--- config.mk ---
export PLATFORM = sky130hd
export DESIGN_NAME = arbitro_rr
export DESIGN_NICKNAME = d
export VERILOG_FILES = /design/src/rtl/arbitro_rr_pkg.sv /design/src/rtl/arbitro_rr_rr_select.sv /design/src/rtl/arbitro_rr.sv
export SDC_FILE = /design/constraint.sdc
export NUM_CORES = 1
export LEC_CHECK = 0
export CORE_ASPECT_RATIO = 0.9
export CORE_MARGIN = 2
export CORE_UTILIZATION = 30
export DETAILED_ROUTE_END_ITERATION = 16
export GPL_TIMING_DRIVEN = 0
export SLEW_MARGIN = 10
export SYNTH_ARGS = -nofsm -noshare
export SYNTH_HDL_FRONTEND = slang
export SYNTH_SLANG_ARGS = --single-unit
--- constraint.sdc ---
create_clock -name clk -period 5.29 [get_ports clk]
set_input_delay 0.7935 -clock clk [delete_from_list [all_inputs] [get_ports clk]]
set_output_delay 0.7935 -clock clk [all_outputs]
set_load 0.02 [all_outputs]
--- src/rtl/arbitro_rr_pkg.sv ---
// Shared definitions for the round-robin FIFO arbiter.
//   N_PORTS   : number of input and output FIFOs (fixed at 4)
//   DEST_MSB/DEST_LSB : bit range of the destination field inside a FIFO word
//   state_t   : arbiter FSM encoding (IDLE, BURST)
package arbitro_rr_pkg;

  localparam int N_PORTS  = 4;
  localparam int DEST_MSB = 9;
  localparam int DEST_LSB = 8;

  typedef enum logic {
    IDLE  = 1'b0,
    BURST = 1'b1
  } state_t;

endpackage

--- src/rtl/arbitro_rr_rr_select.sv ---
// Rotating-priority search over four requesters.
//   eligible : request vector, bit i = input i may be served
//   ptr      : index with highest priority this cycle (search ptr, ptr+1, ... mod 4)
//   grant    : one-hot winner, zero when nothing is eligible
//   any      : at least one eligible input
module rr_select (
  input  logic [3:0] eligible,
  input  logic [1:0] ptr,
  output logic [3:0] grant,
  output logic       any
);

  logic [1:0] idx;

  always_comb begin
    grant = '0;
    idx   = '0;
    any   = |eligible;
    for (int j = 0; j < 4; j++) begin
      idx = ptr + 2'(j);
      if ((grant == 4'b0000) && eligible[idx]) begin
        grant[idx] = 1'b1;
      end
    end
  end

endmodule

--- src/rtl/arbitro_rr.sv ---
// Weighted round-robin arbiter moving words from four show-ahead input
// FIFOs to four output FIFOs selected by each word's destination field.
//   clk         : single clock, rising edge
//   reset       : synchronous, active-low
//   empty       : empty flags of input FIFOs 0..3
//   data_in0..3 : head word of each input FIFO (valid when not empty)
//   almost_full : almost-full flags of output FIFOs 0..3
//   weight      : 2 bits per input; a burst holds up to weight+1 pops
//   pop         : one-hot read strobe to the input FIFOs
//   push        : one-hot write strobe to the output FIFOs, one cycle after pop
//   data_out    : registered word accompanying push
//   idle        : FSM idle and no push in flight
module arbitro_rr
  import arbitro_rr_pkg::*;
#(
  parameter int DATA_W  = 12,
  parameter int N_PORTS = arbitro_rr_pkg::N_PORTS
) (
  input  logic                   clk,
  input  logic                   reset,
  input  logic [N_PORTS-1:0]     empty,
  input  logic [DATA_W-1:0]      data_in0,
  input  logic [DATA_W-1:0]      data_in1,
  input  logic [DATA_W-1:0]      data_in2,
  input  logic [DATA_W-1:0]      data_in3,
  input  logic [N_PORTS-1:0]     almost_full,
  input  logic [2*N_PORTS-1:0]   weight,
  output logic [N_PORTS-1:0]     pop,
  output logic [N_PORTS-1:0]     push,
  output logic [DATA_W-1:0]      data_out,
  output logic                   idle
);

  logic [DATA_W-1:0]  din [4];
  logic [1:0]         dest [4];
  logic [3:0]         eligible;

  state_t             state, state_nxt;
  logic [1:0]         ptr, ptr_nxt;
  logic [1:0]         gnt, gnt_nxt;
  logic [1:0]         rem, rem_nxt;

  logic [3:0]         sel_grant;
  logic               sel_any;
  logic [1:0]         sel_idx;
  logic               burst_go;
  logic [3:0]         pop_c;
  logic [1:0]         pop_idx;

  logic [N_PORTS-1:0] push_p1;
  logic [DATA_W-1:0]  dout_p1;
  logic               vld_p1;

  assign din[0] = data_in0;
  assign din[1] = data_in1;
  assign din[2] = data_in2;
  assign din[3] = data_in3;

  // An input is servable only if its word's target FIFO still has room;
  // almost_full already reserves the slot for the push in flight.
  always_comb begin
    eligible = '0;
    for (int i = 0; i < 4; i++) begin
      dest[i]     = din[i][DEST_MSB:DEST_LSB];
      eligible[i] = !empty[i] && !almost_full[dest[i]];
    end
  end

  // ptr always holds (last granted + 1), so the same search serves both a
  // start from IDLE and a back-to-back start when a burst ends.
  rr_select u_rr_select (
    .eligible (eligible),
    .ptr      (ptr),
    .grant    (sel_grant),
    .any      (sel_any)
  );

  always_comb begin
    sel_idx = '0;
    for (int i = 0; i < 4; i++) begin
      if (sel_grant[i]) begin
        sel_idx = 2'(i);
      end
    end
  end

  always_comb begin
    state_nxt = state;
    ptr_nxt   = ptr;
    gnt_nxt   = gnt;
    rem_nxt   = rem;
    pop_c     = '0;
    pop_idx   = gnt;
    // rem counts pops still allowed after the current one
    burst_go  = (state == BURST) && (rem != 2'd0) && eligible[gnt];
    if (burst_go) begin
      pop_c[gnt] = 1'b1;
      rem_nxt    = rem - 2'd1;
    end else if (sel_any) begin
      pop_c     = sel_grant;
      pop_idx   = sel_idx;
      gnt_nxt   = sel_idx;
      rem_nxt   = weight[2*sel_idx +: 2];
      ptr_nxt   = sel_idx + 2'd1;
      state_nxt = BURST;
    end else begin
      state_nxt = IDLE;
    end
  end

  assign pop = reset ? N_PORTS'(pop_c) : '0;

  always_ff @(posedge clk) begin
    if (!reset) begin
      state <= IDLE;
      ptr   <= '0;
      gnt   <= '0;
      rem   <= '0;
    end else begin
      state <= state_nxt;
      ptr   <= ptr_nxt;
      gnt   <= gnt_nxt;
      rem   <= rem_nxt;
    end
  end

  // ---- stage p1: word popped this cycle is pushed next cycle ----
  always_ff @(posedge clk) begin
    if (!reset) begin
      push_p1 <= '0;
      dout_p1 <= '0;
    end else if (pop_c != 4'b0000) begin
      push_p1 <= N_PORTS'(1) << dest[pop_idx];
      dout_p1 <= din[pop_idx];
    end else begin
      push_p1 <= '0;
    end
  end

  assign vld_p1   = |push_p1;
  // A push left over from the cycle before reset must not reach the FIFO.
  assign push     = push_p1 & {N_PORTS{reset}};
  assign data_out = dout_p1;
  assign idle     = (state == IDLE) && !vld_p1;

endmodule

==> metrics.txt, run 1 <==
DP Wirelength 6.78 mm; Total Power 2220 uW; cell taking the most area after synthesis dfxtp_1; clock-pin slew on the worst setup and hold paths 0.08 ns; Max Freq 195 MHz; synth warn 0; Final Hold Fails 0; vias per inst 5.72; Antenna Cells 0; Non-Filler Instances 507; asr flop ratio synth 0%; Final Wtd Congestion 0.847; # setup viols final 0; Mapped Cells 309; worst-margin pin slew 0.724 ns; die span in y 90.9 um; share of layout cells above drive strength 1 16.9%; Mapped Nets 384; root buf cell clkbuf_8; Post-synth EDFFs 0; Area growth, synth to finish 49.1%; worst relative slew slack 51.7%; CP Capture Type output pin; crit-path max FO 10; skew final 0.00378 ns; Post-Syn Area 0.00252 mm^2; Netlist cell types 55; initial drt markers 187; Mean Syn Cell Area 8.15 um^2; RSZ-0062 raised after global routing no; total iterations of the first detailed-routing run 4; I/O pin cnt 87; top cells by area, synth dfxtp_1, o211a_1, mux2i_1, o211ai_1, inv_1; CTS tree yes; fillers 809; Fin Hold WS 0.462 ns; clock buffer depth 2; Worst VDD drop 0.265 mV; Crit Path Class in2out; CTS buffer count 3; final wirelength 8.96 mm; Die Span X 101 um; largest net degree at the start of global routing 14; max-cap violation count 0; flip-flop and latch count after synthesis 23; Hold-fix buffers, CTS 0; Period minus WS final 5.12 ns; input/output buffers 86; CP Data Required Time 4.50 ns; GR Util All Layers 19.6%; Yosys top cell area share 18.3%; status finished, final reports clean; initial core utilization 31.1%; crit share post-route 96.8%; die area 0.00914 mm^2; remaining antenna violation count 0; clk sinks 23; critical path launch point type input port; ys flop type dfxtp_1; Clk Latency, worst-skew pair 0.27 ns; max-slew violation count 0; Final nets 484; # placed instances 494; PD cells 592 mW/mm^2; Core Region 0.00811 mm^2; global-route wire length before repair 14.6 mm; cell leakage power 0.00160 uW; DRC errors left 0; sequential area share after synthesis 18.3%; Overflow after GRT 0; Tightest Hold Check Type reg2reg; vias in the first global route 2,878; Via Count 2,898; Site Rows 31; H-tree levels 1; Critical Path AT 4.33 ns; initial antenna violation count 0; Routed wire per std cell 17.7 um
## cells in the mapped netlist (all sizes together), types with 2 or more instances
cell type	count
nand2	12
nor2	23
nor3b	2
o2111ai	5
inv	33
o211ai	17
nand3	5
and3	5
and4b	2
a32o	2
a32oi	2
mux2i	13
o21a	2
o22a	2
nor3	7
nor4	2
or4	2
a22oi	5
dfxtp	23
or2	6
a211o	2
o22ai	3
nor2b	6
buf	8
and2	5
a21oi	7
ha	9
a31oi	10
a22o	5
a31o	2
a211oi	12
o211a	20
a221oi	5
mux4	4
clkbuf	12
nand2b	5
o32ai	14
## registers in the layout (all words and copies together), names as in the netlist
signal    cells
ptr           2
gnt           2
rem           2
push_p1       4
state         1
data_out     12
## final timing paths
| kind | from | endpoint | slack, ns | depth (start not counted) |
|---|---|---|---|---|
| min reg2reg | data_out[8] | data_out[8] | 0.46 | 2 |
| max | empty[2] | pop[2] | 0.17 | 13 |
| max reg2reg | ptr[0] | data_out[10] | 0.84 | 15 |
| min | data_out[8] | data_out[8] | 0.46 | 2 |
## timing repair
action	in CTS	in global routing
pin swaps	1	2
setup buffers	7	2
setup endpoints to repair	4	4
gates resized for setup	35	25
## layout by cell type, fill, tap and decap left out, types with 9 or more instances in the layout
master and n:
o211ai_1 17, nor2_1 18, dfxtp_1 23, ha_1 9
a31oi_1 9, o211a_1 20, o32ai_1 14, a211oi_1 11
clkbuf_1 11, clkdlybuf4s50_1 70, buf_4 9, inv_1 33
nand2_1 12
## per-layer routing
| layer | GRT usage (%) | wire length [um] | up-vias |
|---|---|---|---|
| li1 | - | - | 1404 |
| met1 | 28.5 | 4320 | 1388 |
| met2 | 30.8 | 4110 | 100 |
| met3 | 3.56 | 474 | 6 |
| met4 | 2.40 | 52 | 0 |
| met5 | 0 | 0 | - |
## where the power goes
| part | leakage, uW | internal [uW] | switching [uW] | total, uW |
|---|---|---|---|---|
| clock network | 0.0000255 | 52.7 | 59.8 | 112 |
| registers | 0.000190 | 245 | 43.8 | 289 |
| logic | 0.00138 | 804 | 1020 | 1820 |
| total | 0.00160 | 1100 | 1120 | 2220 |
## final cells by class
| class | count | area, um^2 | share of cell area (%) |
|---|---|---|---|
| multi-input combinational | 233 | 1960 | 52.4 |
| timing repair buffer | 95 | 916 | 24.4 |
| sequential | 23 | 460 | 12.3 |
| inverter | 33 | 124 | 3.30 |
| tap | 99 | 124 | 3.30 |
| buffer | 20 | 118 | 3.13 |
| clock buffer | 3 | 41.3 | 1.10 |
| clock inverter | 1 | 5.00 | 0.133 |
## kinds of logic after synthesis
kind of cell             count (synthesis)  synth area share (%)
flip-flops                              23                  18.3
adder cells (fa/ha/maj)                  9                  4.47
multiplexers                            17                  8.75
buffers and inverters                   53                  9.54
AND/OR/NAND/NOR                         85                  19.0
AO/OA/AOI/OAI                          122                  39.9
## worst max-delay path, cell delays in order
cell	delay [ns]
clkdlybuf4s50_1	0.49
nor2b_4	0.17
a22oi_2	0.14
mux4_2	0.54
or4_4	0.57
and4_4	0.21
buf_6	0.13
a31o_1	0.21
buf_6	0.14
o31ai_2	0.33
a32oi_1	0.10
nor2_1	0.15
dlygate4sd2_1	0.35
## through the flow
stage	cell area (um^2)	util (%)	setup WS [ns]	setup TNS [ns]
after floorplan	2520	-	0.752	0
after global placement	3500	43.2	-0.605	-2.14
after detailed placement	3500	43.2	-0.643	-2.30
after CTS	3690	45.5	0.00290	0
after global routing	3750	46.3	0.00910	0
final	3750	46.3	0.171	0
(Power assumes the default switching activity.)
==> run 2, diff against run 1 <==
--- a/config.mk
+++ b/config.mk
@@ -5,6 +5,7 @@
 export SDC_FILE = /design/constraint.sdc
 export NUM_CORES = 1
 export LEC_CHECK = 0
+export CAP_MARGIN = 10
 export CORE_ASPECT_RATIO = 0.9
 export CORE_MARGIN = 2
 export CORE_UTILIZATION = 30
==> results of run 2 <==
Same layout as run 1: the final DEF is identical, and so are final timing and power.
==> run 3, diff against run 2 <==
--- a/config.mk
+++ b/config.mk
@@ -11,6 +11,7 @@
 export CORE_UTILIZATION = 30
 export DETAILED_ROUTE_END_ITERATION = 16
 export GPL_TIMING_DRIVEN = 0
+export PLACE_DENSITY_LB_ADDON = 0.15
 export SLEW_MARGIN = 10
 export SYNTH_ARGS = -nofsm -noshare
 export SYNTH_HDL_FRONTEND = slang
==> run 3 against run 2 <==
Against the previous run:
- clock skew grew 0.0014 ns
- sequential power is essentially flat
- worst hold slack got worse by 0.0012 ns
- maximum frequency down 1.2%
- die area is the same
- sequential share of layout area about the same
- design area hardly changed
- combinational power barely moved
==> metrics.txt, run 3 (synthesized netlist as in run 1, its figures left out) <==
Die Span X 101 um; vias in the first global route 2,842; clk sinks 23; clock-pin slew on the worst setup and hold paths 0.08 ns; initial core utilization 31.1%; max reg flops 12; die area 0.00914 mm^2; Buf+Inv Stages, Crit Path 4; max-slew violation count 0; I/O pin cnt 87; area of the multi-input gates 0.00195 mm^2; crit path to pop[3]; remaining antenna violation count 0; Fin Hold WS 0.461 ns; Tightest Hold Check Type reg2reg; GR Util All Layers 19.3%; TNS Setup 0 ns; fillers 796; crit-path max FO 10; Worst VDD drop 0.385 mV; CP Cell Sequence clkdlybuf4s50_1 > nor2b_4 > a22oi_2 > mux4_2 > or4_4 > and4_4 > buf_6 > a31o_1 > buf_6 > o41a_1 > nor2_1 > a31oi_1 > nor2_1 > buf_2; RSZ-0062 raised after global routing no; Final nets 486; Core Region 0.00811 mm^2; Hold-fix buffers, CTS 0; Antenna Cells 0; Slowest-stage cell, CP or4_4; vias per inst 5.72; Placed Area 0.00350 mm^2; CTS tree yes; largest net degree at the start of global routing 13; initial drt markers 110; Crit path depth 14; Worst setup startpoint data_in3[8]; final wirelength 8.95 mm; max-cap violation count 0; cell leakage power 0.00157 uW; Via Count 2,909; clock buffer depth 2; Area growth, synth to finish 49.0%; global-route wire length before repair 14.3 mm; initial antenna violation count 0; most common cell after layout, fill and taps aside clkdlybuf4s50_1; Final Hold Fails 0; CP Capture Type output pin; CTS buffer count 3; root buf cell clkbuf_8; most frequent cells in the layout clkdlybuf4s50_1, inv_1, dfxtp_1; skew final 0.00520 ns; r2r setup slk 0.74 ns; crit share post-route 97.9%; Crit path largest cell delay 0.57 ns; Final Wtd Congestion 0.855; total iterations of the first detailed-routing run 5; Routed wire per std cell 17.6 um; die span in y 90.9 um; Max Freq 193 MHz; H-tree levels 1; worst-margin pin slew 0.689 ns; Crit Path Class in2out; worst relative slew slack 54.0%; DRC errors left 0; Total Power 2220 uW; sequential cell area 460 um^2; PD cells 592 mW/mm^2; CP Data Required Time 4.50 ns; Clk Latency, worst-skew pair 0.27 ns; CP top delay family simple AND/OR/NAND/NOR gates; DP Wirelength 6.71 mm; share of layout cells above drive strength 1 15.9%; R2R cell count 15; Site Rows 31; status finished, final reports clean; design area 0.00375 mm^2; Critical Path AT 4.39 ns; # setup viols final 0; reg2reg start ptr[0]; worst r2r dst data_out[0]; final design utilization 46.3%; input/output buffers 86; critical path launch point type input port; Overflow after GRT 0; Period minus WS final 5.18 ns
## run 3: metal layers
layer | wire length, um | track usage, % | part of all wire [%] | vias to the layer above
li1 | - | - | - | 1414
met1 | 4360 | 28.7 | 49 | 1392
met2 | 4100 | 30.2 | 46 | 96
met3 | 450 | 2.63 | 5.0 | 7
met4 | 40 | 2.40 | 0.45 | 0
met5 | 0 | 0 | 0 | -
## run 3: repair_timing
| item | in CTS | in global routing |
|---|---|---|
| resized for setup | 41 | 8 |
| endpoints found under the hold margin | 0 | 0 |
| pin swaps | 2 | 1 |
| endpoints found under the setup margin | 4 | 4 |
| setup buffers | 8 | 3 |
## run 3: worst min-delay path, delay by kind of cell (launching register included)
kind / cells / cell delay [ns]
buf+inv: 1 / 0.05
flops: 1 / 0.31
compound gates: 1 / 0.05
## run 3: worst min path at each step
stage	start	end	slack, ns	cells after the start
finish	data_out[11]	data_out[11]	0.46	2
global route	data_out[11]	data_out[11]	0.48	2
CTS	data_out[8]	data_out[8]	0.47	2
detailed placement	data_out[8]	data_out[8]	0.44	2
global placement	data_out[4]	data_out[4]	0.44	2
floorplan	rem[0]	rem[0]	0.48	2
## run 3: metrics by stage
step | setup WS [ns] | cells
2_1_floorplan | 0.752 | 309
3_3_place_gp | -0.619 | 494
3_5_place_dp | -0.621 | 494
4_1_cts | 0.0120 | 506
5_1_grt | 0.0140 | 509
6_report | 0.111 | 509
## run 3: layout make-up
class,count,share of cell area (%)
buffer,20,3.14
clock buffer,4,1.20
inverter,33,3.30
multi-input combinational,233,52.0
sequential,23,12.3
tap,99,3.30
timing repair buffer,97,24.8
## run 3: power by group
group / total (uW) / internal (uW) / switching (uW)
sequential: 292 / 245 / 46.6
combinational: 1810 / 805 / 1010
clock: 114 / 53.9 / 59.7
total: 2220 / 1100 / 1120
